`config.mk`:
```
export PLATFORM = sky130hd
export DESIGN_NAME = collatz_trace_reader
export DESIGN_NICKNAME = d
export VERILOG_FILES = /design/src/rtl/collatz_trace_reader_pkg.sv /design/src/rtl/collatz_trace_reader_next_value.sv /design/src/rtl/collatz_trace_reader.sv
export SDC_FILE = /design/constraint.sdc
export NUM_CORES = 1
export LEC_CHECK = 0
export CORE_UTILIZATION = 41
export DETAILED_ROUTE_END_ITERATION = 12
export DONT_BUFFER_PORTS = 1
export PLACE_DENSITY = 0.66
export SYNTH_ARGS = -nofsm -noshare
export SYNTH_HDL_FRONTEND = slang
export SYNTH_SLANG_ARGS = --single-unit
```
`constraint.sdc`:
```
create_clock -name TRACEREADER_CLOCK_50 -period 3 [get_ports TRACEREADER_CLOCK_50]
set_clock_uncertainty 0.1 [all_clocks]
set_input_delay 0.6 -clock TRACEREADER_CLOCK_50 [delete_from_list [all_inputs] [get_ports TRACEREADER_CLOCK_50]]
set_output_delay 0.6 -clock TRACEREADER_CLOCK_50 [all_outputs]
set_load 0.1 [all_outputs]
```
`src/rtl/collatz_trace_reader_pkg.sv`:
```
// Shared definitions for the Collatz trace reader: widths, state encoding and the step rule.
// The step rule is also the golden model for the datapath microcode bench.
package collatz_trace_reader_pkg;

    localparam int unsigned DATAWIDTH_BUS   = 8;
    localparam int unsigned DATAWIDTH_SEED  = 6;
    localparam int unsigned DATAWIDTH_STEPS = 8;
    localparam int unsigned TIMEOUT_CYCLES  = 1024;
    localparam int unsigned TIMER_W         = $clog2(TIMEOUT_CYCLES);
    localparam int unsigned WIDE_W          = DATAWIDTH_BUS + 2;

    typedef enum logic [2:0] {
        ST_IDLE  = 3'd0,
        ST_SYNC  = 3'd1,
        ST_TRACK = 3'd2,
        ST_DONE  = 3'd3,
        ST_FAIL  = 3'd4
    } state_t;

    typedef struct packed {
        logic [DATAWIDTH_BUS-1:0] next;
        logic                     ovf;
    } step_t;

    // Even n halves; odd n becomes 3n+1 built as n + 2n + 1, truncated to the bus width.
    function automatic step_t collatz_step(input logic [DATAWIDTH_BUS-1:0] n);
        logic [WIDE_W-1:0] tn;
        step_t             r;
        tn = {2'b00, n} + {1'b0, n, 1'b0} + WIDE_W'(1);
        if (n[0]) begin
            r.next = tn[DATAWIDTH_BUS-1:0];
            r.ovf  = |tn[WIDE_W-1:DATAWIDTH_BUS];
        end else begin
            r.next = n >> 1;
            r.ovf  = 1'b0;
        end
        return r;
    endfunction

endpackage

```
`src/rtl/collatz_trace_reader_next_value.sv`:
```
// Combinational Collatz step: next value of n and a flag when 3n+1 does not fit the bus.
module collatz_next_value
    import collatz_trace_reader_pkg::*;
(
    input  logic [DATAWIDTH_BUS-1:0] n,
    output logic [DATAWIDTH_BUS-1:0] next,
    output logic                     ovf
);

    step_t step;

    assign step = collatz_step(n);
    assign next = step.next;
    assign ovf  = step.ovf;

endmodule

```
`src/rtl/collatz_trace_reader.sv`:
```
// Follows the Collatz datapath result bus from a known seed, checking every new value
// against a locally computed reference step; reports done, mismatch, overflow or timeout.
module collatz_trace_reader
    import collatz_trace_reader_pkg::*;
(
    input  logic                       TRACEREADER_CLOCK_50,
    input  logic                       TRACEREADER_RESET_InHigh,
    input  logic                       TRACEREADER_start_InHigh,
    input  logic [DATAWIDTH_SEED-1:0]  TRACEREADER_seed_InBUS,
    input  logic [DATAWIDTH_BUS-1:0]   TRACEREADER_data_InBUS,
    input  logic                       TRACEREADER_ack_InHigh,
    output logic                       TRACEREADER_busy_OutHigh,
    output logic                       TRACEREADER_done_OutHigh,
    output logic                       TRACEREADER_fail_OutHigh,
    output logic                       TRACEREADER_timeout_OutHigh,
    output logic                       TRACEREADER_overflow_OutHigh,
    output logic [DATAWIDTH_STEPS-1:0] TRACEREADER_steps_OutBUS,
    output logic [DATAWIDTH_BUS-1:0]   TRACEREADER_peak_OutBUS,
    output logic [DATAWIDTH_BUS-1:0]   TRACEREADER_badvalue_OutBUS
);

    logic clk, rst, start, ack;
    assign clk   = TRACEREADER_CLOCK_50;
    assign rst   = TRACEREADER_RESET_InHigh;
    assign start = TRACEREADER_start_InHigh;
    assign ack   = TRACEREADER_ack_InHigh;

    state_t                     state, state_d;
    logic [DATAWIDTH_BUS-1:0]   sample, prev;
    logic [DATAWIDTH_BUS-1:0]   expected, expected_d;
    logic [TIMER_W-1:0]         timer, timer_d;
    logic                       busy, busy_d, done, done_d, fail, fail_d;
    logic                       timeout, timeout_d, overflow, overflow_d;
    logic [DATAWIDTH_STEPS-1:0] steps, steps_d;
    logic [DATAWIDTH_BUS-1:0]   peak, peak_d, badvalue, badvalue_d;
    logic [DATAWIDTH_BUS-1:0]   next_val;
    logic                       next_ovf;
    logic [DATAWIDTH_BUS-1:0]   seed_ext;
    logic                       change_c, timer_expired_c;

    collatz_next_value u_next (
        .n    (expected),
        .next (next_val),
        .ovf  (next_ovf)
    );

    assign seed_ext        = DATAWIDTH_BUS'(TRACEREADER_seed_InBUS);
    assign change_c        = (sample != prev);
    assign timer_expired_c = (timer == TIMER_W'(TIMEOUT_CYCLES - 1));

    // Bus sampling and all state/output registers.
    always_ff @(posedge clk or posedge rst) begin
        if (rst) begin
            state    <= ST_IDLE;
            sample   <= '0;
            prev     <= '0;
            expected <= '0;
            timer    <= '0;
            busy     <= 1'b0;
            done     <= 1'b0;
            fail     <= 1'b0;
            timeout  <= 1'b0;
            overflow <= 1'b0;
            steps    <= '0;
            peak     <= '0;
            badvalue <= '0;
        end else begin
            state    <= state_d;
            sample   <= TRACEREADER_data_InBUS;
            prev     <= sample;
            expected <= expected_d;
            timer    <= timer_d;
            busy     <= busy_d;
            done     <= done_d;
            fail     <= fail_d;
            timeout  <= timeout_d;
            overflow <= overflow_d;
            steps    <= steps_d;
            peak     <= peak_d;
            badvalue <= badvalue_d;
        end
    end

    // Next-state and next-output logic; start overrides everything else.
    always_comb begin
        state_d    = state;
        expected_d = expected;
        timer_d    = timer;
        done_d     = done;
        fail_d     = fail;
        timeout_d  = timeout;
        overflow_d = overflow;
        steps_d    = steps;
        peak_d     = peak;
        badvalue_d = badvalue;

        if (start) begin
            state_d    = ST_SYNC;
            expected_d = seed_ext;
            timer_d    = '0;
            done_d     = 1'b0;
            fail_d     = 1'b0;
            timeout_d  = 1'b0;
            overflow_d = 1'b0;
            steps_d    = '0;
            peak_d     = seed_ext;
            badvalue_d = '0;
        end else begin
            unique case (state)
                ST_IDLE: ;
                ST_SYNC: begin
                    if (sample == expected) begin
                        timer_d = '0;
                        if (expected == DATAWIDTH_BUS'(1)) begin
                            state_d = ST_DONE;
                            done_d  = 1'b1;
                        end else begin
                            state_d    = ST_TRACK;
                            expected_d = next_val;
                            overflow_d = overflow | next_ovf;
                        end
                    end else if (timer_expired_c) begin
                        state_d   = ST_FAIL;
                        fail_d    = 1'b1;
                        timeout_d = 1'b1;
                    end else begin
                        timer_d = timer + TIMER_W'(1);
                    end
                end
                ST_TRACK: begin
                    if (change_c) begin
                        if (sample == expected) begin
                            timer_d = '0;
                            if (steps != '1) begin
                                steps_d = steps + DATAWIDTH_STEPS'(1);
                            end
                            peak_d = (sample > peak) ? sample : peak;
                            if (sample == DATAWIDTH_BUS'(1)) begin
                                state_d = ST_DONE;
                                done_d  = 1'b1;
                            end else begin
                                expected_d = next_val;
                                overflow_d = overflow | next_ovf;
                            end
                        end else begin
                            state_d    = ST_FAIL;
                            fail_d     = 1'b1;
                            badvalue_d = sample;
                        end
                    end else if (timer_expired_c) begin
                        state_d   = ST_FAIL;
                        fail_d    = 1'b1;
                        timeout_d = 1'b1;
                    end else begin
                        timer_d = timer + TIMER_W'(1);
                    end
                end
                ST_DONE, ST_FAIL: begin
                    if (ack) begin
                        state_d    = ST_IDLE;
                        done_d     = 1'b0;
                        fail_d     = 1'b0;
                        timeout_d  = 1'b0;
                        badvalue_d = '0;
                    end
                end
                default: state_d = ST_IDLE;
            endcase
        end

        busy_d = (state_d == ST_SYNC) || (state_d == ST_TRACK);
    end

    assign TRACEREADER_busy_OutHigh     = busy;
    assign TRACEREADER_done_OutHigh     = done;
    assign TRACEREADER_fail_OutHigh     = fail;
    assign TRACEREADER_timeout_OutHigh  = timeout;
    assign TRACEREADER_overflow_OutHigh = overflow;
    assign TRACEREADER_steps_OutBUS     = steps;
    assign TRACEREADER_peak_OutBUS      = peak;
    assign TRACEREADER_badvalue_OutBUS  = badvalue;

endmodule

```
==> flow_metrics.tcl <==
set metrics [dict create \
    grt_max_degree 40 \
    cts_buffers 9 \
    synth-seq-cells 66 \
    gp_congestion 0.9143 \
    maxCapViolCount 0 \
    hold_path.class "input port to flop" \
    avgSynthCellArea_um2 9.446 \
    startpoint "state[1]" \
    grt_overflow 0 \
    synth_area_leaders "dfrtp_1, ha_1, mux2i_1, nand2_1, a21oi_1" \
    hold_depth 0 \
    tightest_slew_ps 937.0 \
    cp_max_fo 12 \
    hold_start "TRACEREADER_data_InBUS[3]" \
    fmax_mhz 370.8 \
    ant_nets 0 \
    yosys_warnings 0 \
    post-synth-top-count-cell "dfrtp_1" \
    fin_ws_ps 303.2 \
    area_growth_pct 12.34 \
    place_ws_ps 325.8 \
    nets 487 \
    dp_hpwl_um 6743 \
    clock_latency_ps 350 \
    final_core_util_pct 48.01 \
    grt_pass1_wl_um 15920 \
    htree_levels 3 \
    n_antenna_cell 0 \
    dr_total_vias 3240 \
    cts_hold_buf 0 \
    num_rows 35 \
    netlist_instances 422 \
    globalRouteTotalUtil_pct 20.20 \
    io_buffers 0 \
    antenna_found_initial 0 \
    firstDrtPassIters 4 \
    syn_nets 465 \
    r2r-start "state[1]" \
    drt_wl_total_um 9397 \
    ys.flop_type "dfrtp_1" \
    cp.arrival_ps 2840 \
    relSlewSlack_pct 37.53 \
    cellPowerDensity_mw_per_mm2 484.8 \
    cts.root.buffer_cell "clkbuf_8" \
    synth.top_cell.area_share_pct 41.43 \
    fillers 888 \
    async_reset_ff_share_pct 100.0 \
    syn_area_mm2 0.003986 \
    synth_cell_types 57 \
    rsz0062_at_grt "false" \
    crit_path_end_kind "flop" \
    slew_violations 0 \
    critPathKind "flop to flop" \
    vias_per_cell 5.606 \
    cts.clk_slew.worst_paths_ps 80 \
    clock_path_buffers 2 \
    coreArea_mm2 0.009328 \
    cts_sinks 66 \
    yosysSeqAreaShare_pct 41.43 \
    drive_above_1_share_pct 11.14 \
    first_iter_violations 200 \
    die_w_um 100.6 \
    start_util_pct 42.74 \
    finalSetupTns_ps 0 \
    synth_edf_count 0 \
    tritoncts "yes" \
    io_pins 47 \
    timing_hold_violations_final 0 \
    setup_viol 0 \
    outcome "finished, final reports clean" \
    die_h_um 100.6 \
    start_kind "flop" \
    synth_top_cell_by_area "dfrtp_1" \
    routedWlPerCell_um 16.26 \
    fin_crit_ps 2697 \
    ff2ff_path_depth 5 \
    drc 0 \
    required_ps 3140 \
    peakVddDrop_v 0.0002174 \
    cts-resized-gates 0 \
    postCtsSetupBuffers 0 \
    timing.final.crit_share_pct 89.89 \
    leakage_nw 1.998 \
    die-area_mm2 0.01012 \
    synth_common_cells "dfrtp_1, nand2_1, inv_1, nor2_1" \
    grt_pass1_vias 3153 \
]
flip-flops by register name, summed over array words and instances (netlist names), named ones only:
name                          cells
timer                            10
TRACEREADER_overflow_OutHigh      1
TRACEREADER_badvalue_OutBUS       8
TRACEREADER_busy_OutHigh          1
TRACEREADER_timeout_OutHigh       1
TRACEREADER_fail_OutHigh          1
sample                            8
TRACEREADER_peak_OutBUS           8
TRACEREADER_done_OutHigh          1
prev                              8
expected                          7
TRACEREADER_steps_OutBUS          8
state                             3
path summary, 6_finish.rpt:
check / end / slack (ps)
worst max register to register: TRACEREADER_peak_OutBUS[0] / 300
max in group asynchronous: timer[9] / 1880
min in group asynchronous: sample[5] / 180
worst min-delay path: sample[3] / 170
worst min register to register: timer[6] / 470
worst max-delay path: TRACEREADER_peak_OutBUS[0] / 300
per-layer routing:
metal | global-route usage [%] | routed length, um
met1 | 27.65 | 4445
met2 | 31.40 | 4320
met3 | 4.161 | 460
met4 | 7.804 | 170
met5 | 0 | 0
critical path, cell delays in order, from the launching register on:
cell and delay [ps]:
dfrtp_1 530, or3b_1 500, a2111o_1 550, a211oi_4 570, mux2i_1 260, a21oi_1 80
report_power, final:
| group | internal [mW] | switching [mW] |
|---|---|---|
| sequential | 0.929 | 0.138 |
| combinational | 0.120 | 0.205 |
| clock | 0.391 | 0.388 |
| total | 1.44 | 0.731 |
cells by family after synthesis:
family	share of synthesized area [%]
and+or+nand+nor	16.95
DFF	41.43
buffers and inverters	4.269
muxes	5.304
AOI/OAI and AO/OA	18.96
xor gates and xnor gates	5.053
adders and majority gates	8.035
layout make-up:
cell class	count	area, um^2	share of cell area (%)
tap	129	161.4	3.604
inverter	28	105.1	2.347
sequential	66	1652	36.88
clock inverter	7	76.32	1.704
timing repair buffer	26	195.2	4.359
multi-input combinational	313	2165	48.34
clock buffer	9	123.9	2.766
cell usage in the layout (no fill, tap or decap), types with 3 or more instances in the layout:
master    Yosys  layout
xnor2_1      11      11
nor4_1        5       5
nor3_1        6       6
or2_2         3       3
o21ai_0      16      16
mux2i_1      20      20
inv_6         0       3
o31ai_1       8       8
nor2b_1       3       3
nor3b_1       3       3
and3_1        8       8
dfrtp_1      66      66
a211oi_1      6       6
ha_1         24      24
a21o_1       10      10
nand4_1       7       7
nand3_1      14      14
clkbuf_8      0       9
o211ai_1      8       8
o21ai_1       4       4
a21oi_1      24      24
a31oi_1       6       6
nor2_1       28      28
or3_1         4       4
nand2_1      38      38
a311oi_1      3       3
xor2_1       12      12
buf_4         0      26
nand2b_1      4       4
and4_1        3       3
inv_1        28      27
through the flow:
step | instances | hold WS (ps) | power [mW] | instance area [um^2]
CTS | 578 | 152.7 | 2.182 | 4478
floorplan | 422 | 376.6 | 1.335 | 3986
detailed placement | 562 | 455.3 | 1.410 | 4278
finish | 578 | 165.8 | 2.171 | 4478
global route | 578 | 142.3 | 2.265 | 4478
global placement | 562 | 442.0 | 1.400 | 4278
Power figures use the tool's default switching activity.
